===== src/rtl/fp_pkg.sv =====
// Shared widths, flag positions and operand classes for the pipelined FP multiplier.
package fp_pkg;

  typedef enum logic [1:0] {ZERO, NORMAL, INF, NAN} fp_class_t;

  localparam int FLAG_INV = 3;
  localparam int FLAG_OVF = 2;
  localparam int FLAG_UNF = 1;
  localparam int FLAG_INX = 0;

  localparam int FP_MAX_WIDTH = 64;

  function automatic int fpWidth(input int expWidth, input int fracWidth);
    return 1 + expWidth + fracWidth;
  endfunction

  function automatic int fpBias(input int expWidth);
    return (1 << (expWidth - 1)) - 1;
  endfunction

  function automatic int fpExpMax(input int expWidth);
    return (1 << expWidth) - 1;
  endfunction

  // Stage-1 bundle: {sign, result class, invalid, biased exponent sum, full product}.
  function automatic int s1Width(input int expWidth, input int fracWidth);
    return 4 + (expWidth + 2) + 2 * (fracWidth + 1);
  endfunction

  function automatic logic [FP_MAX_WIDTH-1:0] canonicalQnan(input int expWidth, input int fracWidth);
    logic [FP_MAX_WIDTH-1:0] one;
    logic [FP_MAX_WIDTH-1:0] q;
    one = {{(FP_MAX_WIDTH-1){1'b0}}, 1'b1};
    q = ((one << expWidth) - one) << fracWidth;
    q = q | (one << (fracWidth - 1));
    return q;
  endfunction

endpackage


===== src/rtl/floating_point_multiplier_pipe_if.sv =====
// Operand/result bus with a shared valid/ready pair on each side.
interface floating_point_multiplier_pipe_if
  import fp_pkg::*;
#(
  parameter int EXP_WIDTH  = 8,
  parameter int FRAC_WIDTH = 23,
  parameter int LANES      = 1
);
  localparam int FPW = fpWidth(EXP_WIDTH, FRAC_WIDTH);

  logic [LANES*FPW-1:0] fp_a_i;
  logic [LANES*FPW-1:0] fp_b_i;
  logic                 valid_i;
  logic                 ready_o;
  logic [LANES*FPW-1:0] fp_o;
  logic [LANES*4-1:0]   flags_o;
  logic                 valid_o;
  logic                 ready_i;

  modport slave (
    input  fp_a_i, fp_b_i, valid_i, ready_i,
    output ready_o, fp_o, flags_o, valid_o
  );

  modport master (
    output fp_a_i, fp_b_i, valid_i, ready_i,
    input  ready_o, fp_o, flags_o, valid_o
  );
endinterface


===== src/rtl/floating_point_multiplier_lane.sv =====
// One multiplier lane: S1 classifies and multiplies, S2 normalises, rounds (RNE) and registers.
module floating_point_multiplier_lane
  import fp_pkg::*;
#(
  parameter int EXP_WIDTH  = 8,
  parameter int FRAC_WIDTH = 23,
  localparam int FPW = fpWidth(EXP_WIDTH, FRAC_WIDTH),
  localparam int S1W = s1Width(EXP_WIDTH, FRAC_WIDTH)
) (
  input  logic           clk_i,
  input  logic           rst_i,
  input  logic           en_i,
  input  logic [FPW-1:0] a_i,
  input  logic [FPW-1:0] b_i,
  input  logic           s0Valid_i,
  output logic [S1W-1:0] s1_o,
  input  logic [S1W-1:0] s2_i,
  input  logic           s2Valid_i,
  output logic [FPW-1:0] fp_o,
  output logic [3:0]     flags_o
);
  localparam int PW  = 2 * (FRAC_WIDTH + 1);
  localparam int EW2 = EXP_WIDTH + 2;
  localparam logic signed [EW2-1:0] BIAS_S    = EW2'(fpBias(EXP_WIDTH));
  localparam logic signed [EW2-1:0] EXP_MAX_S = EW2'(fpExpMax(EXP_WIDTH));
  localparam logic [FP_MAX_WIDTH-1:0] QNAN_WIDE = canonicalQnan(EXP_WIDTH, FRAC_WIDTH);
  localparam logic [FPW-1:0] QNAN = QNAN_WIDE[FPW-1:0];

  function automatic fp_class_t classify(input logic [EXP_WIDTH-1:0] e, input logic [FRAC_WIDTH-1:0] f);
    if (e == '0)      return ZERO;
    else if (e == '1) return (f == '0) ? INF : NAN;
    else              return NORMAL;
  endfunction

  logic [EXP_WIDTH-1:0]  expA, expB;
  logic [FRAC_WIDTH-1:0] fracA, fracB;
  fp_class_t             clsA, clsB, kind;
  logic                  invalid;
  logic signed [EW2-1:0] expSum;
  logic [PW-1:0]         mantA, mantB, prod;
  logic [S1W-1:0]        s1_d, s1_q;

  always_comb begin
    expA   = a_i[FPW-2 -: EXP_WIDTH];
    expB   = b_i[FPW-2 -: EXP_WIDTH];
    fracA  = a_i[FRAC_WIDTH-1:0];
    fracB  = b_i[FRAC_WIDTH-1:0];
    clsA   = classify(expA, fracA);
    clsB   = classify(expB, fracB);
    kind    = NORMAL;
    invalid = 1'b0;
    // Specials override arithmetic; a flushed subnormal simply behaves as zero here.
    if (clsA == NAN || clsB == NAN || (clsA == ZERO && clsB == INF) || (clsA == INF && clsB == ZERO)) begin
      kind    = NAN;
      invalid = (clsA == ZERO && clsB == INF) || (clsA == INF && clsB == ZERO) ||
                (clsA == NAN && !fracA[FRAC_WIDTH-1]) || (clsB == NAN && !fracB[FRAC_WIDTH-1]);
    end else if (clsA == INF || clsB == INF) begin
      kind = INF;
    end else if (clsA == ZERO || clsB == ZERO) begin
      kind = ZERO;
    end
    expSum = $signed({2'b00, expA}) + $signed({2'b00, expB}) - BIAS_S;
    mantA  = {{(FRAC_WIDTH+1){1'b0}}, 1'b1, fracA};
    mantB  = {{(FRAC_WIDTH+1){1'b0}}, 1'b1, fracB};
    prod   = mantA * mantB;
    s1_d   = {a_i[FPW-1] ^ b_i[FPW-1], kind, invalid, expSum, prod};
  end

  always_ff @(posedge clk_i) begin
    if (rst_i)                  s1_q <= '0;
    else if (en_i && s0Valid_i) s1_q <= s1_d;
  end

  assign s1_o = s1_q;

  logic                  sgn2, inv2;
  fp_class_t             kind2;
  logic signed [EW2-1:0] exp2, expNorm, expFinal;
  logic [PW-1:0]         prod2, normProd;
  logic [FRAC_WIDTH:0]   mant;
  logic [FRAC_WIDTH+1:0] mantRnd;
  logic [FRAC_WIDTH-1:0] fracRnd;
  logic                  guardBit, stickyBit, roundUp, carry, inexact;
  logic [FPW-1:0]        fp_d, fp_q;
  logic [3:0]            flags_d, flags_q;

  always_comb begin
    sgn2     = s2_i[S1W-1];
    kind2    = fp_class_t'(s2_i[S1W-2 -: 2]);
    inv2     = s2_i[S1W-4];
    exp2     = $signed(s2_i[PW +: EW2]);
    prod2    = s2_i[PW-1:0];
    normProd = prod2[PW-1] ? prod2 : {prod2[PW-2:0], 1'b0};
    expNorm  = exp2 + $signed({{(EW2-1){1'b0}}, prod2[PW-1]});
    mant      = normProd[PW-1 -: FRAC_WIDTH+1];
    guardBit  = normProd[FRAC_WIDTH];
    stickyBit = |normProd[FRAC_WIDTH-1:0];
    roundUp   = guardBit & (stickyBit | mant[0]);
    mantRnd   = {1'b0, mant} + {{(FRAC_WIDTH+1){1'b0}}, roundUp};
    // A carry out of rounding leaves 1.000..0, so the fraction is zero and the exponent bumps.
    carry     = mantRnd[FRAC_WIDTH+1];
    fracRnd   = carry ? '0 : mantRnd[FRAC_WIDTH-1:0];
    expFinal  = expNorm + $signed({{(EW2-1){1'b0}}, carry});
    inexact   = guardBit | stickyBit;
    fp_d    = '0;
    flags_d = '0;
    case (kind2)
      NAN: begin
        fp_d              = QNAN;
        flags_d[FLAG_INV] = inv2;
      end
      INF:  fp_d = {sgn2, {EXP_WIDTH{1'b1}}, {FRAC_WIDTH{1'b0}}};
      ZERO: fp_d = {sgn2, {(FPW-1){1'b0}}};
      default: begin
        if (expFinal >= EXP_MAX_S) begin
          fp_d              = {sgn2, {EXP_WIDTH{1'b1}}, {FRAC_WIDTH{1'b0}}};
          flags_d[FLAG_OVF] = 1'b1;
          flags_d[FLAG_INX] = 1'b1;
        end else if (expFinal[EW2-1] || expFinal == '0) begin
          fp_d              = {sgn2, {(FPW-1){1'b0}}};
          flags_d[FLAG_UNF] = 1'b1;
          flags_d[FLAG_INX] = 1'b1;
        end else begin
          fp_d              = {sgn2, expFinal[EXP_WIDTH-1:0], fracRnd};
          flags_d[FLAG_INX] = inexact;
        end
      end
    endcase
  end

  always_ff @(posedge clk_i) begin
    if (rst_i) begin
      fp_q    <= '0;
      flags_q <= '0;
    end else if (en_i && s2Valid_i) begin
      fp_q    <= fp_d;
      flags_q <= flags_d;
    end
  end

  assign fp_o    = fp_q;
  assign flags_o = flags_q;

endmodule


===== src/rtl/floating_point_multiplier_pipe.sv =====
// Multi-lane pipelined FP multiplier; one global stall enable keeps every stage in lockstep.
module floating_point_multiplier_pipe
  import fp_pkg::*;
#(
  parameter int EXP_WIDTH    = 8,
  parameter int FRAC_WIDTH   = 23,
  parameter int LANES        = 1,
  parameter int EXTRA_STAGES = 0
) (
  input logic clk_i,
  input logic rst_i,
  floating_point_multiplier_pipe_if.slave bus
);
  localparam int FPW = fpWidth(EXP_WIDTH, FRAC_WIDTH);
  localparam int S1W = s1Width(EXP_WIDTH, FRAC_WIDTH);
  localparam int VW  = EXTRA_STAGES + 2;

  logic                 en;
  logic [VW-1:0]        stageValid_q;
  logic                 outValid_q;
  logic [LANES*FPW-1:0] opA_q, opB_q;

  assign en          = !outValid_q || bus.ready_i;
  assign bus.ready_o = en && !rst_i;
  assign bus.valid_o = outValid_q;

  // stageValid_q[0] tracks S0, [1] tracks S1, higher bits track the retiming delays.
  always_ff @(posedge clk_i) begin
    if (rst_i) begin
      stageValid_q <= '0;
      outValid_q   <= 1'b0;
      opA_q        <= '0;
      opB_q        <= '0;
    end else if (en) begin
      stageValid_q <= {stageValid_q[VW-2:0], bus.valid_i};
      outValid_q   <= stageValid_q[VW-1];
      opA_q        <= bus.fp_a_i;
      opB_q        <= bus.fp_b_i;
    end
  end

  for (genvar l = 0; l < LANES; l++) begin : gLane
    logic [S1W-1:0] s1, s2In;
    logic [FPW-1:0] laneFp;
    logic [3:0]     laneFlags;

    floating_point_multiplier_lane #(
      .EXP_WIDTH  (EXP_WIDTH),
      .FRAC_WIDTH (FRAC_WIDTH)
    ) uLane (
      .clk_i     (clk_i),
      .rst_i     (rst_i),
      .en_i      (en),
      .a_i       (opA_q[l*FPW +: FPW]),
      .b_i       (opB_q[l*FPW +: FPW]),
      .s0Valid_i (stageValid_q[0]),
      .s1_o      (s1),
      .s2_i      (s2In),
      .s2Valid_i (stageValid_q[VW-1]),
      .fp_o      (laneFp),
      .flags_o   (laneFlags)
    );

    if (EXTRA_STAGES > 0) begin : gDelay
      logic [S1W-1:0] delay_q [EXTRA_STAGES];
      always_ff @(posedge clk_i) begin
        if (rst_i) begin
          for (int i = 0; i < EXTRA_STAGES; i++) delay_q[i] <= '0;
        end else if (en) begin
          delay_q[0] <= s1;
          for (int i = 1; i < EXTRA_STAGES; i++) delay_q[i] <= delay_q[i-1];
        end
      end
      assign s2In = delay_q[EXTRA_STAGES-1];
    end else begin : gNoDelay
      assign s2In = s1;
    end

    assign bus.fp_o[l*FPW +: FPW] = laneFp;
    assign bus.flags_o[l*4 +: 4]  = laneFlags;
  end

endmodule


===== src/flat_wrapper.sv =====
// flat-port wrapper written by rule: the top's interface ports become plain ports
module floating_point_multiplier_pipe_flat import fp_pkg::*;
#(
  parameter int EXP_WIDTH    = 8,
  parameter int FRAC_WIDTH   = 23,
  parameter int LANES        = 1,
  parameter int EXTRA_STAGES = 0
)
  (clk_i, rst_i, bus_fp_a_i, bus_fp_b_i, bus_valid_i, bus_ready_i, bus_ready_o, bus_fp_o, bus_flags_o, bus_valid_o);
  floating_point_multiplier_pipe_if #(.EXP_WIDTH(EXP_WIDTH), .FRAC_WIDTH(FRAC_WIDTH), .LANES(LANES)) bus_i ();
  input logic clk_i;
  input logic rst_i;
  input wire logic [$bits(bus_i.fp_a_i)-1:0] bus_fp_a_i;
  input wire logic [$bits(bus_i.fp_b_i)-1:0] bus_fp_b_i;
  input wire logic [$bits(bus_i.valid_i)-1:0] bus_valid_i;
  input wire logic [$bits(bus_i.ready_i)-1:0] bus_ready_i;
  output wire logic [$bits(bus_i.ready_o)-1:0] bus_ready_o;
  output wire logic [$bits(bus_i.fp_o)-1:0] bus_fp_o;
  output wire logic [$bits(bus_i.flags_o)-1:0] bus_flags_o;
  output wire logic [$bits(bus_i.valid_o)-1:0] bus_valid_o;
  assign bus_i.fp_a_i = bus_fp_a_i;
  assign bus_i.fp_b_i = bus_fp_b_i;
  assign bus_i.valid_i = bus_valid_i;
  assign bus_i.ready_i = bus_ready_i;
  assign bus_ready_o = bus_i.ready_o;
  assign bus_fp_o = bus_i.fp_o;
  assign bus_flags_o = bus_i.flags_o;
  assign bus_valid_o = bus_i.valid_o;
  floating_point_multiplier_pipe #(.EXP_WIDTH(EXP_WIDTH), .FRAC_WIDTH(FRAC_WIDTH), .LANES(LANES), .EXTRA_STAGES(EXTRA_STAGES)) u_core (.clk_i(clk_i), .rst_i(rst_i), .bus(bus_i));
endmodule

===== config.mk =====
export PLATFORM = sky130hd
export DESIGN_NAME = floating_point_multiplier_pipe_flat
export DESIGN_NICKNAME = d
export VERILOG_FILES = /design/src/rtl/fp_pkg.sv /design/src/rtl/floating_point_multiplier_pipe_if.sv /design/src/rtl/floating_point_multiplier_lane.sv /design/src/rtl/floating_point_multiplier_pipe.sv /design/src/flat_wrapper.sv
export SDC_FILE = /design/constraint.sdc
export NUM_CORES = 2
export LEC_CHECK = 0
export CAP_MARGIN = 20
export CORE_UTILIZATION = 50
export DETAILED_ROUTE_END_ITERATION = 12
export DONT_BUFFER_PORTS = 1
export GPL_TIMING_DRIVEN = 1
export PLACE_DENSITY_LB_ADDON = 0.25
export RECOVER_POWER = 50
export REMOVE_ABC_BUFFERS = 1
export SYNTH_ARGS = -nofsm -noshare
export SYNTH_HDL_FRONTEND = slang
export SYNTH_SLANG_ARGS = --single-unit

===== constraint.sdc =====
create_clock -name clk_i -period 9.5 [get_ports clk_i]
set_clock_uncertainty 0.05 [all_clocks]
set_input_delay 1.9 -clock clk_i [delete_from_list [all_inputs] [get_ports clk_i]]
set_output_delay 1.9 -clock clk_i [all_outputs]
set_load 0.01 [all_outputs]

# Word level (Yosys, flattened, before mapping)
# Index checks and enable logic that the tools add are counted.
[totals] output_inout_bits=38 input_bits=68 reg_bits=165 elab_cells=79
[classes] n_lt_le_gt_ge=1 mux=22 multipliers=1 eq_ne=8 n_reduce_logical=31 add_sub_neg=5 n_bitwise=4
[op_table] cell="$pmux 32 s3" count=1
[op_table] cell="$mux 31" count=2
[op_table] cell="$mul 24x24->48" count=1
[op_table] cell="$mux 48" count=1
[op_table] cell="$logic_not 23->1" count=2
[op_table] cell="$add 24x1->25" count=1
[op_table] cell="$mux 23" count=1
[op_table] cell="$reduce_or 23->1" count=1
[op_table] cell="$add 10x2->10" count=2
[op_table] cell="$eq 8x8->1 const B" count=2
[op_table] cell="$logic_not 8->1" count=2
[op_table] cell="$eq 2x2->1 const B" count=6
[op_table] cell="$mux 2" count=6
[op_table] cell="$ge 10x9->1 const B" count=1
[op_table] cell="$logic_not 10->1" count=1
[op_table] cell="$logic_or 1x1->1" count=10
[op_table] cell="$mux 1" count=10
[op_table] cell="$sub 9x7->10 const B" count=1
[op_table] cell="$add 8x8->9" count=1
[op_table] cell="$logic_and 1x1->1" count=7
[op_table] cell="$logic_not 2->1" count=3
[op_table] cell="$logic_not 1->1" count=4
[op_table] cell="$mux 3" count=1
[op_table] cell="$reduce_or 3->1" count=1
[op_table] cell="other kinds (3)" count=4

# Longest topological paths before layout
[logic_depth] depth_word=11 depth_mapped=27 ltp_nobuf=24

# By module
# From an unflattened synthesis, not the netlist that was laid out.
[hier_totals] cells_unflattened=3158 area_unflattened_um2=27462.6
[by_module_without_submodules] mod="floating_point_multiplier_lane" seq_area_each_um2=1961.9 area_per_inst_um2=24378.4 cells_per_inst=2854 instances=1
[by_module_without_submodules] mod="floating_point_multiplier_pipe" seq_area_each_um2=1341.3 area_per_inst_um2=3084.2 cells_per_inst=304 instances=1

# Worst setup path before layout
# OpenSTA, ideal clock, no wires.
[synth_path] path_kind="register to register" from="reg u_core.opB_q[3]" to="reg u_core.gLane[0].uLane.s1_q[40]" arrival_ns=6.404 required_ns=9.328 setup_ns=0.122 period_less_slack_ns=6.576 n_path_buf=3 stages_incl_launch_ff=26 slack_ns=2.924 cell_sequence="dfxtp_1 > clkbuf_1 > clkbuf_1 > nand2_1 > fa_1 > inv_1 > fa_1 > inv_1 > fa_1 > fa_1 > inv_1 > fa_1 > fa_1 > inv_1 > fa_1 > inv_1 > ha_1 > clkbuf_1 > nand2_1 > nor2_1 > nand2_1 > o31a_2 > o311a_1 > o31ai_2 > nor4b_1 > a311o_1"
[synth_via] elab_chain_cells=1
[synth_rtl] element="start, declared" line="floating_point_multiplier_pipe.sv:21" rtl="logic [LANES*FPW-1:0] opA_q, opB_q;"
[synth_rtl] element="start signal, assigned" line="floating_point_multiplier_pipe.sv:38" rtl="opB_q <= bus.fp_b_i;"
[synth_rtl] element="$mul 24x24->48" line="floating_point_multiplier_lane.sv:65" rtl="prod = mantA * mantB;"
[synth_rtl] element="end signal, assigned" line="floating_point_multiplier_lane.sv:70" rtl="if (rst_i) s1_q <= '0;"
[synth_rtl] element="end signal, assigned" line="floating_point_multiplier_lane.sv:71" rtl="else if (en_i && s0Valid_i) s1_q <= s1_d;"
[synth_rtl] element="end, declared" line="floating_point_multiplier_lane.sv:41" rtl="logic [S1W-1:0] s1_d, s1_q;"
# Every way passes these cells.
# A chain may end at the register's enable or synchronous reset.

# Worst setup path after layout
[layout_path] from="reg u_core.opB_q[0]" to="reg u_core.gLane[0].uLane.s1_q[35]"
# The elaborated chain is that of the path after synthesis.

==> results.txt <==
----------------------------------------------------
[CTS]
  CTS Sinks ... roughly 170
  Root buffer cell ... sky130_fd_sc_hd__clkbuf_16
  Clock latency of the later-clocked register in the worst-skew pair ... 0.47 ns
  Total setup buffers inserted after CTS ... 0
  TritonCTS clock tree ... yes
  Clock buffer count from CTS ... 17
  Number of gates given a new drive strength after cts ... 0
  CTS Hold Bufs ... 0
  Maximum clock insertion buffer count ... 2
  Clock-pin slew of the registers on the worst-case setup and hold paths ... ~0.090 ns
  # H-tree levels ... 4

[Floorplanning]
  IO Count ... ~110
  Initial Utilization ... 0.505
  Site Rows ... 84
  Floorplan Core Area ... approximately 53000 um^2
  Total die area ... 54000 um^2
  DIE HEIGHT ... between 200 and 250 um
  Die Span X ... 232 um

[Synth]
  Number of enable flip-flop cells after synthesis ... 0
  Post-synthesis cell count ... between 3000 and 4000
  Post-synth top area share ... 0.365
  Largest area contributor in the netlist ... sky130_fd_sc_hd__fa_1
  FF+latch count, synth ... 165
  FFs w/ async S/R, synth ... 0
  Yosys cell types ... slightly below 90
  Biggest area contributors in the synthesized netlist ... sky130_fd_sc_hd__fa_1 36%, sky130_fd_sc_hd__dfxtp_1 12%, sky130_fd_sc_hd__ha_1 9.0%
  Synthesized area divided by synthesized cell count ... about 8.5 um^2
  Total of warnings raised by yosys ... 0
  Synthesized cell area ... around 27000 um^2
  Most used DFF post-synth ... sky130_fd_sc_hd__dfxtp_1
  Sequential share of the synthesized area ... 0.124

[Final layout]
  Most common cell after layout, fill and taps aside ... sky130_fd_sc_hd__inv_1
  Fraction of final layout cells sized beyond drive strength 1 ... 0.0402
  Number of fillers in the final layout ... between 4000 and 5000
  Net count of the finished layout ... roughly 3800
  Share of the core filled with cells ... 0.527
  Highest-count cells in the layout ignoring fill and taps ... 612 x sky130_fd_sc_hd__inv_1, 519 x sky130_fd_sc_hd__nand2_1, 484 x sky130_fd_sc_hd__fa_1
  Number of antenna repair diodes ... 0
  Synthesis-to-layout area growth ... 4.36%

[Routing]
  Initial DRC Count ... 1275
  TritonRoute pass-1 iters ... 5
  WL per Instance ... 19.5 um
  Routed via count ... 20800
  Final antenna-violating net count ... 0
  Detailed-route wire length ... ~73000 um
  DR vias/cell ... roughly 5.6
  Number of remaining DRC errors ... 0

[GRT]
  Number of global-route vias before repair ... 22400
  Global-route wire length before repair ... 118000 um
  GR Util All Layers ... 0.284
  Remaining global-route overflow ... 0
  Largest net degree at the start of global routing ... between 100 and 150
  Antenna violations before repair ... 1

[STA]
  Setup TNS ... 0 ns
  Number of pins exceeding their max-slew limit in the final report ... just under 70
  Time the final worst path needs with I/O delays and setup ... slightly below 8 ns
  Unrepaired setup endpoints after global routing ... false
  Worst slew slack as a fraction of its limit ... -1.43
  Portion of the clock cycle consumed by the worst path in the final layout ... 0.827
  Slew at the pin closest to its max-slew limit ... between 3 and 4 ns
  Top achievable clock speed ... 0.127 GHz
  Total of endpoints with negative setup slack in the final report ... 0
  Fin. Hold Viols ... 0
  Hold_ws ... around 0.4 ns

[Setup path]
  Crit. End Element ... flip-flop
  Critical path class ... flip-flop to flip-flop
  Worst endpoint data arrival time ... between 8 and 9 ns
  Crit path required time ... 9.80 ns
  Startpoint class of the critical path ... flip-flop
  Critical Path Fanout Max ... 19

[Pwr]
  Total Power ... ~5.0 mW
  Leakage dissipation ... around 13 nW
  Power density cells ... between 150 and 200 nW/um^2
  Largest voltage drop on the vdd net ... around 0.21 mV

[Min path]
  Worst Hold Class ... flip-flop to flip-flop

[Placed design]
  Number of buffer cells added on primary ports ... 0
  Final HPWL from detailed placement ... roughly 56000 um
  Final estimated routing congestion in global placement ... roughly 0.94

[Status]
  Status ... finished with violations
  Violations in the final reports ... max-capacitance violations, max-slew violations

[Job]
  Total of max-cap violations ... 1

----------------------------------------------------
[kinds of logic after synthesis]
group / count (synthesis) / share of synthesized area
adder cells (fa/ha/maj): 675 / 0.455
AO/OA/AOI/OAI: 375 / 0.0888
flip-flops: 165 / 0.124
XOR/XNOR: 55 / 0.0181
multiplexers: 21 / 0.00876
buffers and inverters: 795 / 0.114
AND/OR/NAND/NOR: 1051 / 0.191
[metrics by stage]
stage / worst slack (ns) / area, um^2 / std cells
after global placement: 1.69 / 27000 / 3689
after CTS: 1.70 / 27700 / 3721
final: 1.64 / 27700 / 3726
after global routing: 1.35 / 27700 / 3726
after floorplan: 2.99 / 25800 / 2956
after detailed placement: 1.73 / 27000 / 3689
[final cells by class]
type                    count  area [um^2]  share of cell area
clock inverters            15          186             0.00673
multi-input cells        2177        20200               0.730
clock buffers              17          425              0.0154
inverters                 614         2300              0.0832
flip-flops and latches    165         3300               0.119
well taps                 688          861              0.0311
repair buffers             50          408              0.0147
[routing by layer]
| metal | vias to the layer above | GRT usage | part of all wire |
|---|---|---|---|
| li1 | 9429 | - | - |
| met1 | 10500 | 0.340 | 0.39 |
| met2 | 679 | 0.501 | 0.50 |
| met3 | 173 | 0.0458 | 0.062 |
| met4 | 2 | 0.125 | 0.046 |
| met5 | - | 0 | 0.00018 |
[state kept, by name, summed over array words and instances, names as in the netlist]
register	cells
u_core.gLane.uLane.s1_o	62
u_core.gLane.uLane.fp_o	32
u_core.opA_q	32
u_core.opB_q	32
u_core.gLane.uLane.flags_o	4
u_core.stageValid_q	2
u_core.bus.valid_o	1
[path summary, 6_finish.rpt]
path | to | slack (ns) | cells past startpoint | from
worst max register to register | u_core.gLane[0].uLane.s1_o[35]$_SDFFE_PP0P_ | 1.64 | 22 | u_core.opB_q[0]$_SDFFE_PP0N_
worst max-delay path | u_core.gLane[0].uLane.s1_o[35]$_SDFFE_PP0P_ | 1.64 | 22 | u_core.opB_q[0]$_SDFFE_PP0N_
worst min register to register | u_core.opA_q[22]$_SDFFE_PP0N_ | 0.40 | 2 | u_core.opA_q[22]$_SDFFE_PP0N_
worst min-delay path | u_core.opA_q[22]$_SDFFE_PP0N_ | 0.40 | 2 | u_core.opA_q[22]$_SDFFE_PP0N_
[where the power goes]
part	switching, mW	internal, mW	total [mW]	leakage, nW
Sequential	0.116	0.763	0.879	1.36
Clock	0.374	0.357	0.731	0.293
Combinational	2.09	1.27	3.36	11.3
Total	2.58	2.39	4.97	13.0
[critical path, cell delays in order, from the launching register on]
cell and delay [ns]:
sky130_fd_sc_hd__dfxtp_1 0.87, sky130_fd_sc_hd__clkinv_1 0.64, sky130_fd_sc_hd__fa_1 0.69, sky130_fd_sc_hd__inv_1 0.05, sky130_fd_sc_hd__fa_1 0.53, sky130_fd_sc_hd__inv_1 0.09
sky130_fd_sc_hd__fa_1 0.54, sky130_fd_sc_hd__inv_1 0.05, sky130_fd_sc_hd__fa_1 0.49, sky130_fd_sc_hd__fa_1 0.52, sky130_fd_sc_hd__inv_1 0.11, sky130_fd_sc_hd__fa_1 0.44
sky130_fd_sc_hd__fa_1 0.49, sky130_fd_sc_hd__inv_1 0.04, sky130_fd_sc_hd__ha_1 0.34, sky130_fd_sc_hd__a21oi_1 0.21, sky130_fd_sc_hd__o21ai_0 0.15, sky130_fd_sc_hd__nor3_1 0.31
sky130_fd_sc_hd__nor2_1 0.11, sky130_fd_sc_hd__nand2_1 0.17, sky130_fd_sc_hd__o21ai_0 0.14, sky130_fd_sc_hd__or4b_2 0.61, sky130_fd_sc_hd__o311ai_0 0.09
[synthesized netlist by cell type, types with 13 or more instances]
cell type                    n
sky130_fd_sc_hd__a21o_1     16
sky130_fd_sc_hd__a211oi_1   24
sky130_fd_sc_hd__nor4_1     26
sky130_fd_sc_hd__and2_1    257
sky130_fd_sc_hd__inv_1     612
sky130_fd_sc_hd__xor2_1     13
sky130_fd_sc_hd__ha_1      191
sky130_fd_sc_hd__clkbuf_1  159
sky130_fd_sc_hd__nand2_1   520
sky130_fd_sc_hd__nand3_1    28
sky130_fd_sc_hd__nor3_1     28
sky130_fd_sc_hd__a21oi_1   171
sky130_fd_sc_hd__fa_1      484
sky130_fd_sc_hd__xnor2_1    42
sky130_fd_sc_hd__dfxtp_1   165
sky130_fd_sc_hd__nor2_1    102
sky130_fd_sc_hd__nand4_1    30
sky130_fd_sc_hd__o21ai_0    59
(Power assumes the default switching activity.)
